`src/rtl/shift_serializer_pkg.sv`:
```
// shift_serializer_pkg: shared state encodings and default word width for the serial datapath
package shift_serializer_pkg;
  localparam int DEF_WIDTH = 8;
  typedef enum logic {ST_IDLE = 1'b0, ST_SHIFT = 1'b1} state_t;
endpackage

```
`src/rtl/shift_serializer_if.sv`:
```
// shift_serializer_if: load handshake and serial output bundle between a word source and the serializer
interface shift_serializer_if import shift_serializer_pkg::*; #(parameter int WIDTH = DEF_WIDTH);
  logic             load_valid;
  logic [WIDTH-1:0] load_data;
  logic             load_ready;
  logic             shift_en;
  logic             ser_out;
  logic             ser_valid;
  logic             ser_last;
  logic             busy;
  modport master (output load_valid, load_data, shift_en, input load_ready, ser_out, ser_valid, ser_last, busy);
  modport slave (input load_valid, load_data, shift_en, output load_ready, ser_out, ser_valid, ser_last, busy);
endinterface

```
`src/rtl/shift_serializer_bit_counter.sv`:
```
// bit_counter: modulo-WIDTH up-counter tracking the bit position within a word
module bit_counter #(
  parameter int WIDTH = 8,
  localparam int CW = $clog2(WIDTH)
) (
  input  logic          clk,
  input  logic          rst,
  input  logic          clr,
  input  logic          inc,
  output logic [CW-1:0] cnt,
  output logic          at_max
);
  logic [CW-1:0] r_cnt;
  // clear wins over increment so a reload restarts the word at bit 0
  always_ff @(posedge clk) begin
    if (rst || clr) r_cnt <= '0;
    else if (inc) r_cnt <= at_max ? '0 : r_cnt + 1'b1;
  end
  assign cnt    = r_cnt;
  assign at_max = r_cnt == CW'(WIDTH - 1);
endmodule

```
`src/rtl/shift_serializer.sv`:
```
// shift_serializer: parallel-in serial-out transmitter with valid/ready load and back-to-back words
module shift_serializer import shift_serializer_pkg::*; #(
  parameter int WIDTH     = DEF_WIDTH,
  parameter bit MSB_FIRST = 1'b1
) (
  input logic clk,
  input logic rst,
  shift_serializer_if.slave bus
);
  localparam int CW = $clog2(WIDTH);
  state_t           r_state;
  logic [WIDTH-1:0] r_shreg;
  logic [CW-1:0]    w_cnt;
  logic             w_at_max;
  logic             w_shifting;
  logic             w_accept;
  assign w_shifting = r_state == ST_SHIFT;
  assign bus.load_ready = !w_shifting || (w_at_max && bus.shift_en);
  assign w_accept = bus.load_valid && bus.load_ready;
  bit_counter #(.WIDTH(WIDTH)) u_cnt (
    .clk    (clk),
    .rst    (rst),
    .clr    (w_accept),
    .inc    (w_shifting && bus.shift_en),
    .cnt    (w_cnt),
    .at_max (w_at_max)
  );
  // accept loads a word, each strobe moves the next bit to the output end, last strobe idles and clears
  always_ff @(posedge clk) begin
    if (rst) begin
      r_state <= ST_IDLE;
      r_shreg <= '0;
    end else if (w_accept) begin
      r_state <= ST_SHIFT;
      r_shreg <= bus.load_data;
    end else if (w_shifting && bus.shift_en) begin
      r_state <= w_at_max ? ST_IDLE : ST_SHIFT;
      r_shreg <= w_at_max ? '0 : (MSB_FIRST ? r_shreg << 1 : r_shreg >> 1);
    end
  end
  assign bus.ser_valid = w_shifting;
  assign bus.busy      = w_shifting;
  assign bus.ser_out   = w_shifting && (MSB_FIRST ? r_shreg[WIDTH-1] : r_shreg[0]);
  assign bus.ser_last  = w_shifting && (w_cnt == CW'(WIDTH - 1));
endmodule

```
`src/flat_wrapper.sv`:
```
// flat-port wrapper written by rule: the top's interface ports become plain ports
module shift_serializer_flat import shift_serializer_pkg::*;
#(
  parameter int WIDTH     = DEF_WIDTH,
  parameter bit MSB_FIRST = 1'b1
)
  (clk, rst, bus_load_valid, bus_load_data, bus_shift_en, bus_load_ready, bus_ser_out, bus_ser_valid, bus_ser_last, bus_busy);
  shift_serializer_if #(.WIDTH(WIDTH)) bus_i ();
  input logic clk;
  input logic rst;
  input wire logic [$bits(bus_i.load_valid)-1:0] bus_load_valid;
  input wire logic [$bits(bus_i.load_data)-1:0] bus_load_data;
  input wire logic [$bits(bus_i.shift_en)-1:0] bus_shift_en;
  output wire logic [$bits(bus_i.load_ready)-1:0] bus_load_ready;
  output wire logic [$bits(bus_i.ser_out)-1:0] bus_ser_out;
  output wire logic [$bits(bus_i.ser_valid)-1:0] bus_ser_valid;
  output wire logic [$bits(bus_i.ser_last)-1:0] bus_ser_last;
  output wire logic [$bits(bus_i.busy)-1:0] bus_busy;
  assign bus_i.load_valid = bus_load_valid;
  assign bus_i.load_data = bus_load_data;
  assign bus_i.shift_en = bus_shift_en;
  assign bus_load_ready = bus_i.load_ready;
  assign bus_ser_out = bus_i.ser_out;
  assign bus_ser_valid = bus_i.ser_valid;
  assign bus_ser_last = bus_i.ser_last;
  assign bus_busy = bus_i.busy;
  shift_serializer #(.WIDTH(WIDTH), .MSB_FIRST(MSB_FIRST)) u_core (.clk(clk), .rst(rst), .bus(bus_i));
endmodule
```
`config.mk`:
```
export PLATFORM = sky130hd
export DESIGN_NAME = shift_serializer_flat
export DESIGN_NICKNAME = d
export VERILOG_FILES = /design/src/rtl/shift_serializer_pkg.sv /design/src/rtl/shift_serializer_if.sv /design/src/rtl/shift_serializer_bit_counter.sv /design/src/rtl/shift_serializer.sv /design/src/flat_wrapper.sv
export SDC_FILE = /design/constraint.sdc
export NUM_CORES = 1
export LEC_CHECK = 0
export CORE_AREA = 2 2 43 45
export CTS_CLUSTER_DIAMETER = 40
export DETAILED_ROUTE_END_ITERATION = 6
export DIE_AREA = 0 0 45 47
export PLACE_DENSITY = 0.82
export RECOVER_POWER = 100
export SLEW_MARGIN = 0
export SYNTH_ARGS = -nofsm -noshare
export SYNTH_HDL_FRONTEND = slang
export SYNTH_SLANG_ARGS = --single-unit
```
`constraint.sdc`:
```
create_clock -name clk -period 1.8 [get_ports clk]
set_input_delay 0.36 -clock clk [delete_from_list [all_inputs] [get_ports clk]]
set_output_delay 0.36 -clock clk [all_outputs]
set_load 0.03 [all_outputs]
```
Word level (Yosys, flattened, before mapping)
Cells that the tools add are included.
Cells by class
  add/sub/neg operators: 1
  multiply operators: 0
  div/mod/pow operators: 0
  $lt $le $gt $ge: 0
  eq/ne operators: 1
  shifts and indexed selects: 0
  mux-type cells: 7
  bitwise operators: 0
  reduce and logical (&&, ||, !) cells: 9
Operators by type and width (count)
  8-bit 2-to-1 mux: 3
  1-bit logical AND: 5
  3-bit by 1-bit adder with 3-bit output, second input constant: 1
  3-bit equality test, second input constant: 1
  1-bit 2-to-1 mux: 3
  3-bit 2-to-1 mux: 1
  1-bit logical OR: 2
  2-bit nonzero test: 1
  1-bit logical NOT: 1
Storage, ports and cells
  flip-flop bits (word level): 12
  latch bits: 0
  RAM bits: 0
  ROM bits: 0
  input port bits: 12
  output and inout port bits: 5
  word-level logic and storage cells: 21
  memories kept: 0

Depth between registers and ports, before layout
  depth after elaboration: 5
  gate-level depth with buffers: 6
  gate-level depth less buffers: 5

Modules after synthesis
Synthesis repeated with hierarchy kept, for this count alone.
Second synthesis, totals
  cells, all modules: 77
  area, all modules: 690.7 sq um
Modules (own cells, without submodules)
  shift_serializer: times used 1, cells each 64, area an instance 541.8 sq um, seq. area each 180.2 sq um
  bit_counter: times used 1, cells each 13, area an instance 148.9 sq um, seq. area each 60.1 sq um

Least setup slack after synthesis
OpenSTA, ideal clock, no wires.
  path type: reg2out
  from: register u_core.u_cnt.r_cnt[0], in the netlist u_core.u_cnt.cnt[0]
  to: output port bus_ser_last
  data arrival time: 1.156 ns
  required time: 1.440 ns
  slack: 0.284 ns
  cell stages (with the launch flop): 5
  path buffers: 1
  cell sequence: dfxtp_1 -> ha_1 -> ha_1 -> buf_6 -> and2_1
Between the ends
  cells in the longest elaborated chain, start to end: 2
Ends and longest elaborated chain
  start: declaration: line shift_serializer_bit_counter.sv:13  | logic [CW-1:0] r_cnt;
  start signal: assignment: line shift_serializer_bit_counter.sv:17  | else if (inc) r_cnt <= at_max ? '0 : r_cnt + 1'b1;
  3-bit equality test: line shift_serializer.sv:44  | assign bus.ser_last = w_shifting && (w_cnt == CW'(WIDTH - 1));
  1-bit logical AND: line shift_serializer.sv:44
  end: declaration: line flat_wrapper.sv:17  | output wire logic [$bits(bus_i.ser_last)-1:0] bus_ser_last;
Every way passes these cells.

Worst setup path in the final report
  from: register u_core.u_cnt.r_cnt[0], in the netlist u_core.u_cnt.cnt[0]
  to: output port bus_load_ready
Between the ends
  cells in the longest elaborated chain, start to end: 3
Ends and longest elaborated chain
  3-bit equality test: line shift_serializer_bit_counter.sv:20  | assign at_max = r_cnt == CW'(WIDTH - 1);
  1-bit logical AND: line shift_serializer.sv:18  | assign bus.load_ready = !w_shifting || (w_at_max && bus.shift_en);
  1-bit logical OR: line shift_serializer.sv:18
  end: declaration: line flat_wrapper.sv:14  | output wire logic [$bits(bus_i.load_ready)-1:0] bus_load_ready;
Every way passes these cells.

==> results.cfg <==
[routing]
via_count = 653
drt_iter0_drc = 12
drt-vias-per-instance = 5.73
route.antenna.remaining_nets = 0
drc = 0
drt_pre_antenna_iters = 4
wire_per_inst_um = 12.6
drt_wl_total_um = 1440

[die]
starting_utilization_of_the_core_area = 0.448
floorplan.core_area_sq_mm = 0.00165
die_width_um = 45
die_area_sq_mm = 0.00212
fp-row-count = 15
floorplan.io_pins = 17
die_y_um = 47

[sta]
final_max_slew_viol_count = 0
timing.clock.skew_ps = 1.42
worst_slew_pin_slew_ps = 358
setup-tns-final_ps = 0
slew-limit-headroom = 0.761
min_period_ps = 1740
setup_violations = 0
rsz_0062_raised_after_global_routing = no
max_clock_freq_mhz = 576
period_share = 0.964
smallest_setup_slack_after_layout_ps = 64.0
timing_hold_violations_final = 0

[yosys]
syn_avg_cell_area_sq_um = 9.60
synth.top_cells.by_area = dfxtp_1, a2111oi_2, a211oi_1
synth_seq_area_share = 0.325
synth_top_cell_by_area = dfxtp_1
syn_nets = 91
synthCells = 77
yosys_warnings = 0
synth.cell_area_sq_um = 739
ys_ff_latch = 12
synth_largest_type_area_fraction = 0.325
ys_types = 25

[pwr]
clockPowerShare = 0.324
comb_power_share = 0.221
power.switching_fraction = 0.266
power.internal_mw = 0.481
total_power_mw = 0.656
power-per-cell-area_mw_per_mm2 = 693
p_switching_mw = 0.174
power.static_leakage_nw = 0.376
max-vdd-ir-drop_mv = 0.410
seqPwrFrac = 0.455

[clock_tree]
ctsHoldBuffers = 0
path_clk_slew_ps = 80
clock_insertion_delay_worst_skew_ps = 270
clock_tree.buffer_depth = 2
htreeDepth = 1
cts_inserted_buffers = 3
tritoncts_clock_tree = yes
clock-sinks = 12
clock-root-buffer = clkbuf_4

[grt]
grt_remaining_overflow = 0
grt_max_degree = 13
first_pass_grt_wire_length_um = 2360
antenna_found_initial = 0
grtUsageTotal = 0.155
globalRouteMet3Util = 0.0346
use_met2 = 0.274
gr-max-usage-layer = met2
met1_usage = 0.180
grt_pass1_vias = 588

[layout]
antenna-diode-count = 0
final_net_count = 112
layout.cells.most_common_list = dfxtp_1, clkdlybuf4s50_1, nor2_1
layout-area-overhead-vs-synth_pct = 27.9
final_common_cell = dfxtp_1
post_route_cells_drive_above_1_share = 0.289
instances_no_fill = 114

[placed_design]
placed_cells_incl_taps = 110
portBuffers = 16
dp.final_hpwl_um = 1100
place_worst_setup_slack_ps = 54.0
place.gp.congestion = 0.811

[worst_hold_path]
hold_class = register to register
worstHoldPathCells = 2
hold-path-endpoint = u_core.u_cnt.cnt[0]
timing.hold.worst.start = u_core.u_cnt.cnt[0]

[setup_path]
critical_path.reg2reg.endpoint = u_core.r_shreg[6]
setup.worst_path.start_class = register
critical_path_peak_fanout = 5
critPathKind = register to output pin
r2r.worst_path.cells = 6
worst-endpoint-required_ps = 1440
crit_path_dat_ps = 1380
worst_setup_path_end_kind = output pin
timing.rr.start = u_core.u_cnt.cnt[0]
ff2ff_setup_slack_ps = 280

[job]
max_capacitance_violation_count = 0

[outcome]
outcome = finished clean
-- per-layer routing --
| metal | wire length, um | up-vias |
|---|---|---|
| met2 | 677 | 17 |
| met3 | 65 | 4 |
| met4 | 18 | 0 |
| met1 | 679 | 306 |
| li1 | - | 326 |
| met5 | 0 | - |
-- logic make-up (layout without fill, tap and decap cells) --
logic type,after synthesis,after routing,share of synthesized area
muxes,4,4,0.0558
DFF,12,12,0.325
and+or+nand+nor,31,31,0.256
adders and majority gates,2,2,0.0338
buffers and inverters,8,28,0.0863
AOI/OAI and AO/OA,20,20,0.244
-- worst max-delay path, stage by stage (launching register included) --
cell and delay (ps):
dfxtp_1 330, ha_2 200, ha_4 180, a21bo_4 230
buf_4 170
-- layout make-up --
| class | count | area [sq um] |
|---|---|---|
| timing repair buffer | 23 | 188 |
| sequential | 12 | 240 |
| inverter | 1 | 3.75 |
| multi-input combinational | 57 | 457 |
| clock buffer | 4 | 36.3 |
| fill | 150 | 706 |
| tap | 17 | 21.3 |
-- sequential cells by signal (all words and copies together) (netlist names) --
name / count
u_core.r_shreg: 8
u_core.u_cnt.cnt: 3
u_core.bus.busy: 1
-- synthesized netlist by cell type --
cell type / number
a2111oi_2: 4
a211oi_1: 8
a21bo_2: 1
a21oi_1: 3
a311oi_1: 2
a32oi_1: 2
and2_1: 5
and2_4: 2
buf_1: 1
buf_4: 3
buf_6: 3
dfxtp_1: 12
ha_1: 2
inv_2: 1
mux2_2: 1
mux2i_1: 3
nand2_1: 1
nand2_4: 1
nand2b_1: 1
nand4b_1: 1
nor2_1: 9
nor2b_1: 6
nor3_2: 2
nor4_1: 2
or3_1: 1
-- worst max-delay path by stage --
stage | from | endpoint | slack (ps) | depth (start not counted)
4_1_cts | u_core.u_cnt.cnt[0] | bus_load_ready | 6 | 4
3_5_place_dp | bus_load_valid | u_core.r_shreg[4] | 50 | 4
5_1_grt | u_core.bus.busy | bus_ser_out | 20 | 3
6_report | u_core.u_cnt.cnt[0] | bus_load_ready | 60 | 4
2_1_floorplan | u_core.u_cnt.cnt[0] | bus_ser_last | 280 | 4
3_3_place_gp | bus_load_valid | u_core.r_shreg[4] | 90 | 4
-- power groups by stage --
stage               clock [mW]  sequential, mW  combinational [mW]
global placement             0           0.303               0.144
floorplan                    0           0.300               0.103
CTS                      0.222           0.298               0.147
finish                   0.212           0.298               0.145
detailed placement           0           0.304               0.146
global route             0.231           0.301               0.159
-- what timing repair did --
action / CTS / global route
pin swaps: 0 / 0
setup endpoints to repair: 1 / 1
resized for setup: 1 / 4
buffers inserted: 0 / 0
gates cloned: 0 / 0
-- metrics by stage --
stage	utilization	area (sq um)	hold WS [ps]
final	0.573	946	476
after global placement	0.545	901	463
after detailed placement	0.545	901	467
after floorplan	-	739	436
after CTS	0.569	940	479
after global routing	0.573	946	506
(Power assumes the default switching activity.)
